[config.mk]
export PLATFORM = sky130hd
export DESIGN_NAME = vernam_key_mailbox
export DESIGN_NICKNAME = d
export VERILOG_FILES = /design/src/rtl/vernam_pkg.sv /design/src/rtl/vernam_key_fifo.sv /design/src/rtl/vernam_key_mailbox.sv
export SDC_FILE = /design/constraint.sdc
export NUM_CORES = 1
export LEC_CHECK = 0
export ABC_AREA = 1
export ABC_CLOCK_PERIOD_IN_PS = 1950
export BUFFER_PORTS_ARGS = -buffer_cell sky130_fd_sc_hd__buf_2
export CAP_MARGIN = 20
export CORE_UTILIZATION = 47
export DETAILED_ROUTE_END_ITERATION = 8
export PLACE_DENSITY = 0.75
export SYNTH_ARGS = -nofsm -noshare
export SYNTH_HDL_FRONTEND = slang
export SYNTH_SLANG_ARGS = --single-unit
export TNS_END_PERCENT = 10
[constraint.sdc]
create_clock -name clk -period 1.95 [get_ports clk]
set_input_delay 0.2925 -clock clk [delete_from_list [all_inputs] [get_ports clk]]
set_output_delay 0.2925 -clock clk [all_outputs]
set_load 0.02 [all_outputs]
[src/rtl/vernam_pkg.sv]
// Shared constants for the pb1/pb2 key mailbox: port addresses, status byte
// layout and control register bit positions.
package vernam_pkg;

  // Port addresses (exact 8-bit matches)
  localparam logic [7:0] KEY_DATA = 8'h80;  // pb1 read: FIFO head, pops on strobe
  localparam logic [7:0] STATUS   = 8'h81;  // pb1 read: status byte
  localparam logic [7:0] CTRL     = 8'h82;  // pb1 write: control register
  localparam logic [7:0] PB2_KEY  = 8'h01;  // pb2 write: push, pb2 read: status

  // Status byte bit indices
  localparam int unsigned ST_FULL  = 7;
  localparam int unsigned ST_EMPTY = 6;
  localparam int unsigned ST_OVF   = 5;
  localparam int unsigned ST_UNF   = 4;
  localparam int unsigned ST_CNT_W = 4;

  // Control register bit indices
  localparam int unsigned CTRL_PB1_EN = 0;
  localparam int unsigned CTRL_PB2_EN = 1;
  localparam int unsigned CTRL_CLR    = 7;  // write-one-clear of sticky flags, not stored

  typedef struct packed {
    logic                full;
    logic                empty;
    logic                ovf;
    logic                unf;
    logic [ST_CNT_W-1:0] count;
  } status_t;

endpackage

[src/rtl/vernam_key_fifo.sv]
// DEPTH x 8 key byte FIFO with extra-bit pointers to tell full from empty.
// Ports:
//   clk, reset        clock, synchronous active-high reset
//   push, din         write request and data (dropped when full unless popping)
//   pop, dout         read request; dout is the current head (0x00 when empty)
//   count/full/empty  occupancy, valid in the cycle they are read
//   ovf_pulse         push rejected this cycle
//   unf_pulse         pop on empty this cycle
module vernam_key_fifo #(
  parameter  int unsigned DEPTH = 4,
  localparam int unsigned AW    = $clog2(DEPTH),
  localparam int unsigned CW    = AW + 1
) (
  input  logic          clk,
  input  logic          reset,
  input  logic          push,
  input  logic          pop,
  input  logic [7:0]    din,
  output logic [7:0]    dout,
  output logic [CW-1:0] count,
  output logic          full,
  output logic          empty,
  output logic          ovf_pulse,
  output logic          unf_pulse
);

  logic [7:0]    r_mem [DEPTH];
  logic [AW:0]   r_wr_ptr;
  logic [AW:0]   r_rd_ptr;
  logic          w_push_ok;
  logic          w_pop_ok;

  assign empty = (r_wr_ptr == r_rd_ptr);
  assign full  = (r_wr_ptr[AW] != r_rd_ptr[AW]) &&
                 (r_wr_ptr[AW-1:0] == r_rd_ptr[AW-1:0]);
  assign count = r_wr_ptr - r_rd_ptr;

  // A full FIFO still accepts a push when the head leaves in the same cycle.
  assign w_push_ok = push & (~full | pop);
  assign w_pop_ok  = pop & ~empty;
  assign ovf_pulse = push & full & ~pop;
  assign unf_pulse = pop & empty;

  assign dout = empty ? 8'h00 : r_mem[r_rd_ptr[AW-1:0]];

  // Pointer update
  always_ff @(posedge clk) begin
    if (reset) begin
      r_wr_ptr <= '0;
      r_rd_ptr <= '0;
    end else begin
      if (w_push_ok) r_wr_ptr <= r_wr_ptr + CW'(1);
      if (w_pop_ok)  r_rd_ptr <= r_rd_ptr + CW'(1);
    end
  end

  // Storage; contents need no reset since the pointers define validity
  always_ff @(posedge clk) begin
    if (w_push_ok) r_mem[r_wr_ptr[AW-1:0]] <= din;
  end

endmodule

[src/rtl/vernam_key_mailbox.sv]
// Key mailbox between generator PicoBlaze (pb2) and cipher PicoBlaze (pb1).
// pb2 pushes key bytes into a FIFO; pb1 pops them and is interrupted per
// delivered byte; pb2 gets a refill interrupt when the FIFO runs low.
// Ports:
//   clk, reset                      clock, synchronous active-high reset
//   pb1_port_id/out_port/strobes    cipher I/O bus; pb1_in_port combinational
//   pb1_interrupt/_ack              key-available interrupt (registered)
//   pb2_port_id/out_port/strobes    generator I/O bus; pb2_in_port combinational
//   pb2_interrupt/_ack              refill interrupt (registered)
module vernam_key_mailbox #(
  parameter int unsigned DEPTH     = 4,
  parameter int unsigned LOW_WATER = 1
) (
  input  logic       clk,
  input  logic       reset,
  input  logic [7:0] pb1_port_id,
  input  logic [7:0] pb1_out_port,
  input  logic       pb1_write_strobe,
  input  logic       pb1_read_strobe,
  output logic [7:0] pb1_in_port,
  output logic       pb1_interrupt,
  input  logic       pb1_interrupt_ack,
  input  logic [7:0] pb2_port_id,
  input  logic [7:0] pb2_out_port,
  input  logic       pb2_write_strobe,
  input  logic       pb2_read_strobe,
  output logic [7:0] pb2_in_port,
  output logic       pb2_interrupt,
  input  logic       pb2_interrupt_ack
);

  import vernam_pkg::*;

  localparam int unsigned CW = $clog2(DEPTH) + 1;

  logic          r_pb1_irq_en;
  logic          r_pb2_irq_en;
  logic          r_ovf;
  logic          r_unf;
  logic          r_pb1_irq;
  logic          r_pb2_irq;

  logic          w_push;
  logic          w_pop;
  logic          w_ctrl_wr;
  logic          w_clr;
  logic [7:0]    w_dout;
  logic [CW-1:0] w_count;
  logic          w_full;
  logic          w_empty;
  logic          w_ovf;
  logic          w_unf;
  logic          w_push_acc;
  logic          w_pop_acc;
  logic [CW-1:0] w_post_count;
  logic          w_pb1_set;
  logic          w_pb2_set;
  status_t       w_status;
  logic          w_unused;

  // Bus decode
  assign w_push    = pb2_write_strobe & (pb2_port_id == PB2_KEY);
  assign w_pop     = pb1_read_strobe  & (pb1_port_id == KEY_DATA);
  assign w_ctrl_wr = pb1_write_strobe & (pb1_port_id == CTRL);
  assign w_clr     = w_ctrl_wr & pb1_out_port[CTRL_CLR];

  vernam_key_fifo #(.DEPTH(DEPTH)) u_fifo (
    .clk       (clk),
    .reset     (reset),
    .push      (w_push),
    .pop       (w_pop),
    .din       (pb2_out_port),
    .dout      (w_dout),
    .count     (w_count),
    .full      (w_full),
    .empty     (w_empty),
    .ovf_pulse (w_ovf),
    .unf_pulse (w_unf)
  );

  assign w_push_acc = w_push & ~w_ovf;
  assign w_pop_acc  = w_pop & ~w_unf;

  // Occupancy after this cycle's accepted pop (and any accepted push)
  assign w_post_count = w_count - CW'(1) + CW'(w_push_acc);

  assign w_pb1_set = w_push_acc & r_pb1_irq_en;
  assign w_pb2_set = w_pop_acc & r_pb2_irq_en & (w_post_count <= CW'(LOW_WATER));

  assign w_status = '{full:  w_full,
                      empty: w_empty,
                      ovf:   r_ovf,
                      unf:   r_unf,
                      count: ST_CNT_W'(w_count)};

  // Read data muxes; kcpsm3 samples in_port late in the strobe cycle
  always_comb begin
    pb1_in_port = 8'h00;
    pb2_in_port = 8'h00;
    case (pb1_port_id)
      KEY_DATA: pb1_in_port = w_dout;
      STATUS:   pb1_in_port = w_status;
      default:  pb1_in_port = 8'h00;
    endcase
    if (pb2_port_id == PB2_KEY) pb2_in_port = w_status;
  end

  // Control register and sticky flags; a new event beats a same-cycle clear
  always_ff @(posedge clk) begin
    if (reset) begin
      r_pb1_irq_en <= 1'b1;
      r_pb2_irq_en <= 1'b1;
      r_ovf        <= 1'b0;
      r_unf        <= 1'b0;
    end else begin
      if (w_ctrl_wr) begin
        r_pb1_irq_en <= pb1_out_port[CTRL_PB1_EN];
        r_pb2_irq_en <= pb1_out_port[CTRL_PB2_EN];
      end
      r_ovf <= w_ovf | (r_ovf & ~w_clr);
      r_unf <= w_unf | (r_unf & ~w_clr);
    end
  end

  // Interrupt flops; set has priority over ack
  always_ff @(posedge clk) begin
    if (reset) begin
      r_pb1_irq <= 1'b0;
      r_pb2_irq <= 1'b0;
    end else begin
      if (w_pb1_set)              r_pb1_irq <= 1'b1;
      else if (pb1_interrupt_ack) r_pb1_irq <= 1'b0;
      if (w_pb2_set)              r_pb2_irq <= 1'b1;
      else if (pb2_interrupt_ack) r_pb2_irq <= 1'b0;
    end
  end

  assign pb1_interrupt = r_pb1_irq;
  assign pb2_interrupt = r_pb2_irq;

  // pb2 reads have no side effects; control bits 6:2 are reserved
  assign w_unused = &{1'b0, pb2_read_strobe, pb1_out_port[6:2]};

endmodule

==> results of run 1 <==
worst paths after layout:
kind	end	slack, ns	depth (start not counted)	startpoint
setup reg to reg	pb2_interrupt	-0.06	15	u_fifo.r_rd_ptr[1]
setup / recovery	pb1_in_port[2]	-0.14	8	u_fifo.r_rd_ptr[1]
hold reg to reg	r_pb1_irq_en	0.47	2	r_pb1_irq_en
hold / removal	u_fifo.r_mem[0][3]	0.20	1	pb2_out_port[3]
layout by cell type, fill, tap and decap left out, types with 2 or more instances in the layout:
cell and count:
nand3_2 4, xor2_1 3, nand2_1 28, inv_1 29, nand4_1 3, nand2_2 2
inv_2 6, nor2_8 2, edfxtp_1 32, ha_1 7, buf_2 45, o22ai_1 7
ha_4 2, a21oi_1 10, nand2_4 6, buf_4 27, nor2_1 43, dfxtp_2 3
o21ai_0 24, dfxtp_1 11, nand3_1 13, buf_6 3, clkinvlp_4 2, clkbuf_8 5
layout make-up:
cell class                 count  area [sq um]
fill                         380          1720
multi-input combinational    162           960
timing repair buffer          75           462
clock inverter                 2          37.5
sequential                    46          1240
inverter                      37           148
clock buffer                   6          72.6
tap                           67          83.8
report_power, final:
group / switching [mW] / internal (mW)
Sequential: 0.000197 / 1.04
Combinational: 0.0383 / 0.0319
Clock: 0.314 / 0.382
kinds of logic after synthesis:
family          Yosys count  share of synthesized area [%]
compound gates           44                           10.1
simple gates            104                           21.7
other cells               1                          0.164
buf+inv                  41                           7.04
flops                    46                           54.1
xor+xnor                  3                           1.15
fa+ha+maj                10                           5.78
through the flow:
stage,setup slack [ns],cells,hold slack (ns)
finish,-0.138,395,0.205
global route,-0.175,395,0.209
CTS,-0.120,395,0.199
detailed placement,0.0603,379,0.451
global placement,0.0798,379,0.451
floorplan,0.0281,249,0.391
critical path, delay by kind of cell (launching register included):
family / cells / cell delay (ns)
compound gates: 2 / 0.27
buf+inv: 4 / 0.39
fa+ha+maj: 1 / 0.42
flops: 1 / 0.35
simple gates: 1 / 0.06
per-layer routing:
layer / GRT usage (%) / vias to the layer above / routed length [um]
met5: 0 / - / 0
met4: 7.19 / 0 / 43
met3: 3.66 / 5 / 251
met2: 36.8 / 69 / 2580
met1: 26.9 / 871 / 2320
li1: - / 975 / -
sequential cells by signal, indices dropped and copies added, names as in the netlist, named ones only:
name	flops
u_fifo.r_mem	32
u_fifo.r_rd_ptr	3
u_fifo.r_wr_ptr	3
pb1_interrupt	1
pb2_interrupt	1
r_ovf	1
r_pb1_irq_en	1
r_pb2_irq_en	1
r_unf	1
what timing repair did:
action                                  CTS  global route
endpoints found under the setup margin   10            12
resized for setup                        22             9
buffers inserted                          8             0
pin swaps                                 7             5
==> key figures, run 1 <==
Drt
  • Avg Vias per Cell: 4.86
  • WL final: 5190 um
  • WL/cell: 13.1 um
  • Routed Antenna Nets: 0
  • Routed vias: 1920
  • Initial DRC count: 120
  • TritonRoute pass-1 iters: 4
  • Post-route DRC: 0

Logic synthesis
  • Seq cells post-synth: 46
  • Synth top area cells: edfxtp_1 42%, dfxtp_1 12%, nor2_1 7.2%
  • Most frequent cell after synthesis: nor2_1
  • Async SR Flop Fraction: 0%
  • Synth top area share: 41.9%
  • Post-synth EDFFs: 32
  • Sequential area share after synthesis: 54.1%
  • Count of cell types in the netlist: 25
  • Most used DFF post-synth: edfxtp_1
  • Mean Syn Cell Area: 9.21 sq um
  • Post-synthesis instance area: 2290 sq um
  • Syn. warnings: 0
  • Synthesized Nets: 299
  • Largest area contributor in the netlist: edfxtp_1
  • Most instantiated cells after synthesis: 44 x nor2_1, 36 x inv_1, 32 x edfxtp_1
  • Post-synthesis instance total: 249

Placement
  • Cell Area, Placed: 2750 sq um
  • DP HPWL: 3600 um
  • PortBufs: 50
  • Final GP Congestion: 0.845

Clock tree
  • Clock Pin Slew Worst Setup and Hold Paths: 0.09 ns
  • Clk_lat worst skew: 0.30 ns
  • CTS tree: done
  • H-tree levels: 2
  • Clk buf depth: 2
  • Post-CTS Hold Fix Bufs: 0
  • Clock Sinks: 46
  • Cts bufs inserted: 5
  • Root buf cell: clkbuf_8

Flow run
  • Maxcap violations: 0

Timing
  • Worst Skew: 0.00933 ns
  • RSZ-0062 raised after global routing: yes
  • Setup Viol. Count Final: 9
  • Final WS setup: -0.138 ns
  • Slew Limit Fails: 0
  • Final-report hold violation count: 0
  • Fmax: 479 MHz
  • Post-route clock period utilization: 107%
  • Min cycle time layout: 2.09 ns
  • Post-Route Setup TNS: -0.619 ns

Setup path
  • Critical Path RT: 1.66 ns
  • Critical path type: register to output pin
  • Crit start category: register
  • Slowest cell on the critical path: fa_2
  • Worst EP arrival: 1.80 ns
  • Crit Path Max Fanout: 3
  • CP endpoint kind: output pin
  • CP Cell Sequence: inv_2 -> buf_6 -> fa_2 -> inv_2 -> nand2_4 -> a21oi_2 -> a21o_1 -> buf_6
  • Slowest stage delay, CP: 0.42 ns

GRT
  • Total global routing overflow: 0
  • Largest net degree at the start of global routing: 17
  • Initial antenna violation count: 0
  • All-Layer GR Usage: 21.2%
  • Number of global-route vias before repair: 1763
  • Global-route wire length before repair: 8250 um

Die
  • Top Ports: 58
  • Die width: 71.9 um
  • Initial core utilization: 48.6%
  • Die Height: 71.9 um
  • Die area: 5160 sq um
  • Core ar.: 4720 sq um
  • Std-Cell Rows: 25

Cells and area
  • Final net count: 377
  • Layout cell share with drive strength beyond 1: 34.5%
  • Final Cell Area: 3010 sq um
  • N_diodes: 0
  • Layout Area Growth over Synthesis: 31.2%
  • Final core occ: 63.7%

Pwr
  • Worst IR Drop VDD: 0.370 mV
  • Pwr/cell area: 601 nW/um^2
  • P_leak: 1.31 nW
  • Power Total: 1.81 mW

Outcome
  • Result of the run: finished, violations left
  • Failing checks: setup timing

Worst hold path
  • Hold WC Path Type: input port to register
(Power assumes the default switching activity.)
==> run 2: changes to the inputs <==
--- a/config.mk
+++ b/config.mk
@@ -9,10 +9,11 @@
 export ABC_CLOCK_PERIOD_IN_PS = 1950
 export BUFFER_PORTS_ARGS = -buffer_cell sky130_fd_sc_hd__buf_2
 export CAP_MARGIN = 20
-export CORE_UTILIZATION = 47
+export CORE_UTILIZATION = 48
 export DETAILED_ROUTE_END_ITERATION = 8
-export PLACE_DENSITY = 0.75
+export PLACE_DENSITY = 0.76
 export SYNTH_ARGS = -nofsm -noshare
 export SYNTH_HDL_FRONTEND = slang
+export SYNTH_HIERARCHICAL = 1
 export SYNTH_SLANG_ARGS = --single-unit
 export TNS_END_PERCENT = 10
==> run 2 against run 1 <==
Compared with the run above: the flow still finishes with violations (setup timing); core utilization up 1.5 points; count of clock-buffer cells in the layout decreased by 1; routed wire length decreased by 6.8%; sequential share of layout area decreased by 0.64 points; die area shrank 0.26%; global-route usage fell by 0.87 points; design area is 1.7% higher; via count increased by 1.6%; sequential power hardly changed; largest cell class unchanged; worst hold slack got worse by 0.00065 ns; register-to-register slack gained 0.06 ns; critical path type unchanged; combinational power increased by 2%.
==> key figures, run 2 <==
Setup path
  • Slowest cell on the critical path: dfxtp_2
  • CP top delay family: buffers and inverters
  • Crit Path Max Fanout: 5
  • WP buf/inv: 5
  • Worst R2R Path Depth: 15
  • CP Cell Sequence: inv_2 -> ha_4 -> nand2_4 -> inv_2 -> buf_6 -> nand3_4 -> inv_6 -> a21oi_2 -> nand2_1 -> o21ai_1 -> buf_4
  • Slowest stage delay, CP: 0.34 ns
  • Critical path type: register to output pin
  • Flop2flop setup slack: 0 ns
  • Most used cell, CP: inv_2
  • Worst EP arrival: 1.74 ns
  • Reg2reg start: u_fifo/r_wr_ptr[0]
  • Critical Path RT: 1.66 ns
  • Crit start category: register
  • FF-to-FF End: pb2_interrupt
  • CP endpoint kind: output pin

Timing
  • Worst hold slack: 0.204 ns
  • Final-report hold violation count: 0
  • Slew Limit Fails: 0
  • Min cycle time layout: 2.03 ns
  • RSZ-0062 raised after global routing: yes
  • Post-Route Setup TNS: -0.584 ns
  • Final WS setup: -0.0847 ns
  • Fmax: 491 MHz
  • Worst Skew: 0.00706 ns
  • Post-route clock period utilization: 104%
  • Setup Viol. Count Final: 11

Logic synthesis
  • Syn. warnings: 6
  • Count of cell types in the netlist: 27
  • Most instantiated cells after synthesis: 61 x nor2_1, 39 x inv_1, 32 x edfxtp_1
  • Sequential area share after synthesis: 53.1%
  • Most used DFF post-synth: edfxtp_1
  • Post-synthesis instance area: 2340 sq um
  • Post-synth EDFFs: 32
  • Async SR Flop Fraction: 0%
  • Synth top area cells: edfxtp_1 41%, dfxtp_1 12%, nor2_1 9.8%
  • Most frequent cell after synthesis: nor2_1
  • Mean Syn Cell Area: 8.82 sq um
  • Seq cells post-synth: 46
  • Largest area contributor in the netlist: edfxtp_1
  • Synth top area share: 41.1%
  • Synthesized Nets: 315
  • Post-synthesis instance total: 265

Die
  • Die area: 5150 sq um
  • Initial core utilization: 49.8%
  • Die Height: 71.8 um
  • Die width: 71.8 um
  • Std-Cell Rows: 25
  • Top Ports: 58
  • Core ar.: 4690 sq um

Outcome
  • Result of the run: finished, violations left
  • Failing checks: setup timing

GRT
  • Met3 Usage GRT: 4.22%
  • Initial antenna violation count: 0
  • Total global routing overflow: 0
  • Number of global-route vias before repair: 1818
  • All-Layer GR Usage: 20.4%
  • GR peak layer: met2
  • Met2 Use GR: 35.8%
  • Global-route wire length before repair: 7910 um
  • Largest net degree at the start of global routing: 17
  • GR Util met1: 24.4%

Drt
  • Avg Vias per Cell: 4.88
  • Post-route DRC: 0
  • Routed vias: 1951
  • WL/cell: 12.1 um
  • Routed Antenna Nets: 0
  • TritonRoute pass-1 iters: 6
  • WL final: 4840 um
  • Initial DRC count: 163

Pwr
  • Pwr/cell area: 550 nW/um^2
  • Clock network power share: 33.8%
  • Internal power: 1.33 mW
  • Switch share: 21.1%
  • Power Total: 1.68 mW
  • Seq pwr share: 61.9%
  • P_leak: 1.27 nW
  • Comb pwr share: 4.2%
  • Net Sw Power: 0.355 mW
  • Worst IR Drop VDD: 0.440 mV

Worst hold path
  • Hold Path Origin: pb2_out_port[1]
  • Depth of the worst hold-timing path: 1
  • Hold WC Path Type: input port to register
  • End of the worst hold path: u_fifo/r_mem[3][1]

Cells and area
  • Final core occ: 65.2%
  • Layout Area Growth over Synthesis: 30.9%
  • Most frequent cells in the layout: 58 x nor2_1, 39 x buf_2, 36 x buf_4, 32 x edfxtp_1, 31 x inv_1
  • N_diodes: 0
  • Layout cell share with drive strength beyond 1: 37.9%
  • Max reg flops: 32
  • Final Cell Area: 3060 sq um
  • Final net count: 395
  • Commonest non-fill, non-tap cell in the layout: nor2_1

Placement
  • Cell Area, Placed: 2790 sq um
  • PortBufs: 50
  • DP HPWL: 3590 um
  • Final GP Congestion: 0.878

Clock tree
  • CTS tree: done
  • Root buf cell: clkbuf_8
  • Clock Pin Slew Worst Setup and Hold Paths: 0.09 ns
  • Clock Sinks: 46
  • Clk buf depth: 2
  • Cts bufs inserted: 5
  • H-tree levels: 2
  • Clk_lat worst skew: 0.30 ns

Flow run
  • Maxcap violations: 0
-- run 2: power groups by stage --
stage / Combinational, mW / Sequential, mW / Clock (mW)
2_1_floorplan: 0.0235 / 1.06 / 0
3_3_place_gp: 0.0681 / 1.06 / 0
3_5_place_dp: 0.0700 / 1.06 / 0
4_1_cts: 0.0718 / 1.04 / 0.574
5_1_grt: 0.0805 / 1.04 / 0.609
6_report: 0.0712 / 1.04 / 0.569
-- run 2: final cells by class --
type | instances | area (sq um)
Multi-Input combinational cell | 171 | 986
Timing Repair Buffer | 78 | 499
Clock inverter | 3 | 21.3
Inverter | 42 | 163
Sequential cell | 46 | 1250
Clock buffer | 5 | 68.8
Fill cell | 363 | 1630
Tap cell | 54 | 67.6
Timing Repair inverter | 1 | 6.26
-- run 2: metal layers --
metal  part of all wire (%)  vias up  wire length, um
met2                     51       44             2480
met3                    4.7       11              228
met5                      0        -                0
li1                       -     1010                -
met4                    1.7        0               82
met1                     42      886             2050
-- run 2: stage by stage --
stage	cells	setup WS [ns]
6_report	400	-0.0847
5_1_grt	400	-0.179
4_1_cts	398	-0.0944
3_5_place_dp	386	-0.143
3_3_place_gp	386	-0.0948
2_1_floorplan	265	-0.145
-- run 2: how the worst max path moves through the flow --
| stage | startpoint | endpoint | slack (ns) | cells past startpoint |
|---|---|---|---|---|
| after floorplan | pb1_port_id[1] | pb2_interrupt | -0.14 | 16 |
| after global placement | pb1_port_id[1] | pb2_interrupt | -0.09 | 17 |
| after detailed placement | pb1_port_id[1] | pb2_interrupt | -0.14 | 17 |
| after CTS | u_fifo/r_wr_ptr[0] | pb1_in_port[0] | -0.09 | 11 |
| after global routing | u_fifo/r_wr_ptr[0] | pb1_in_port[2] | -0.18 | 7 |
| final | u_fifo/r_wr_ptr[0] | pb1_in_port[0] | -0.08 | 11 |
-- run 2: logic make-up after synthesis --
kind of cell | Yosys count | share of synthesized area (%)
and+or+nand+nor | 114 | 21.9
DFF | 46 | 53.1
buffers and inverters | 48 | 8.46
adders and majority gates | 10 | 5.68
xor gates and xnor gates | 4 | 1.50
other | 1 | 0.161
AOI/OAI and AO/OA | 42 | 9.16
-- run 2: timing repair --
item | CTS | global route
resized for setup | 39 | 11
gates cloned | 1 | 0
setup buffers | 3 | 2
hold endpoints to repair | 0 | 0
endpoints found under the setup margin | 12 | 13
pin swaps | 13 | 7
hold buffers | 0 | 0
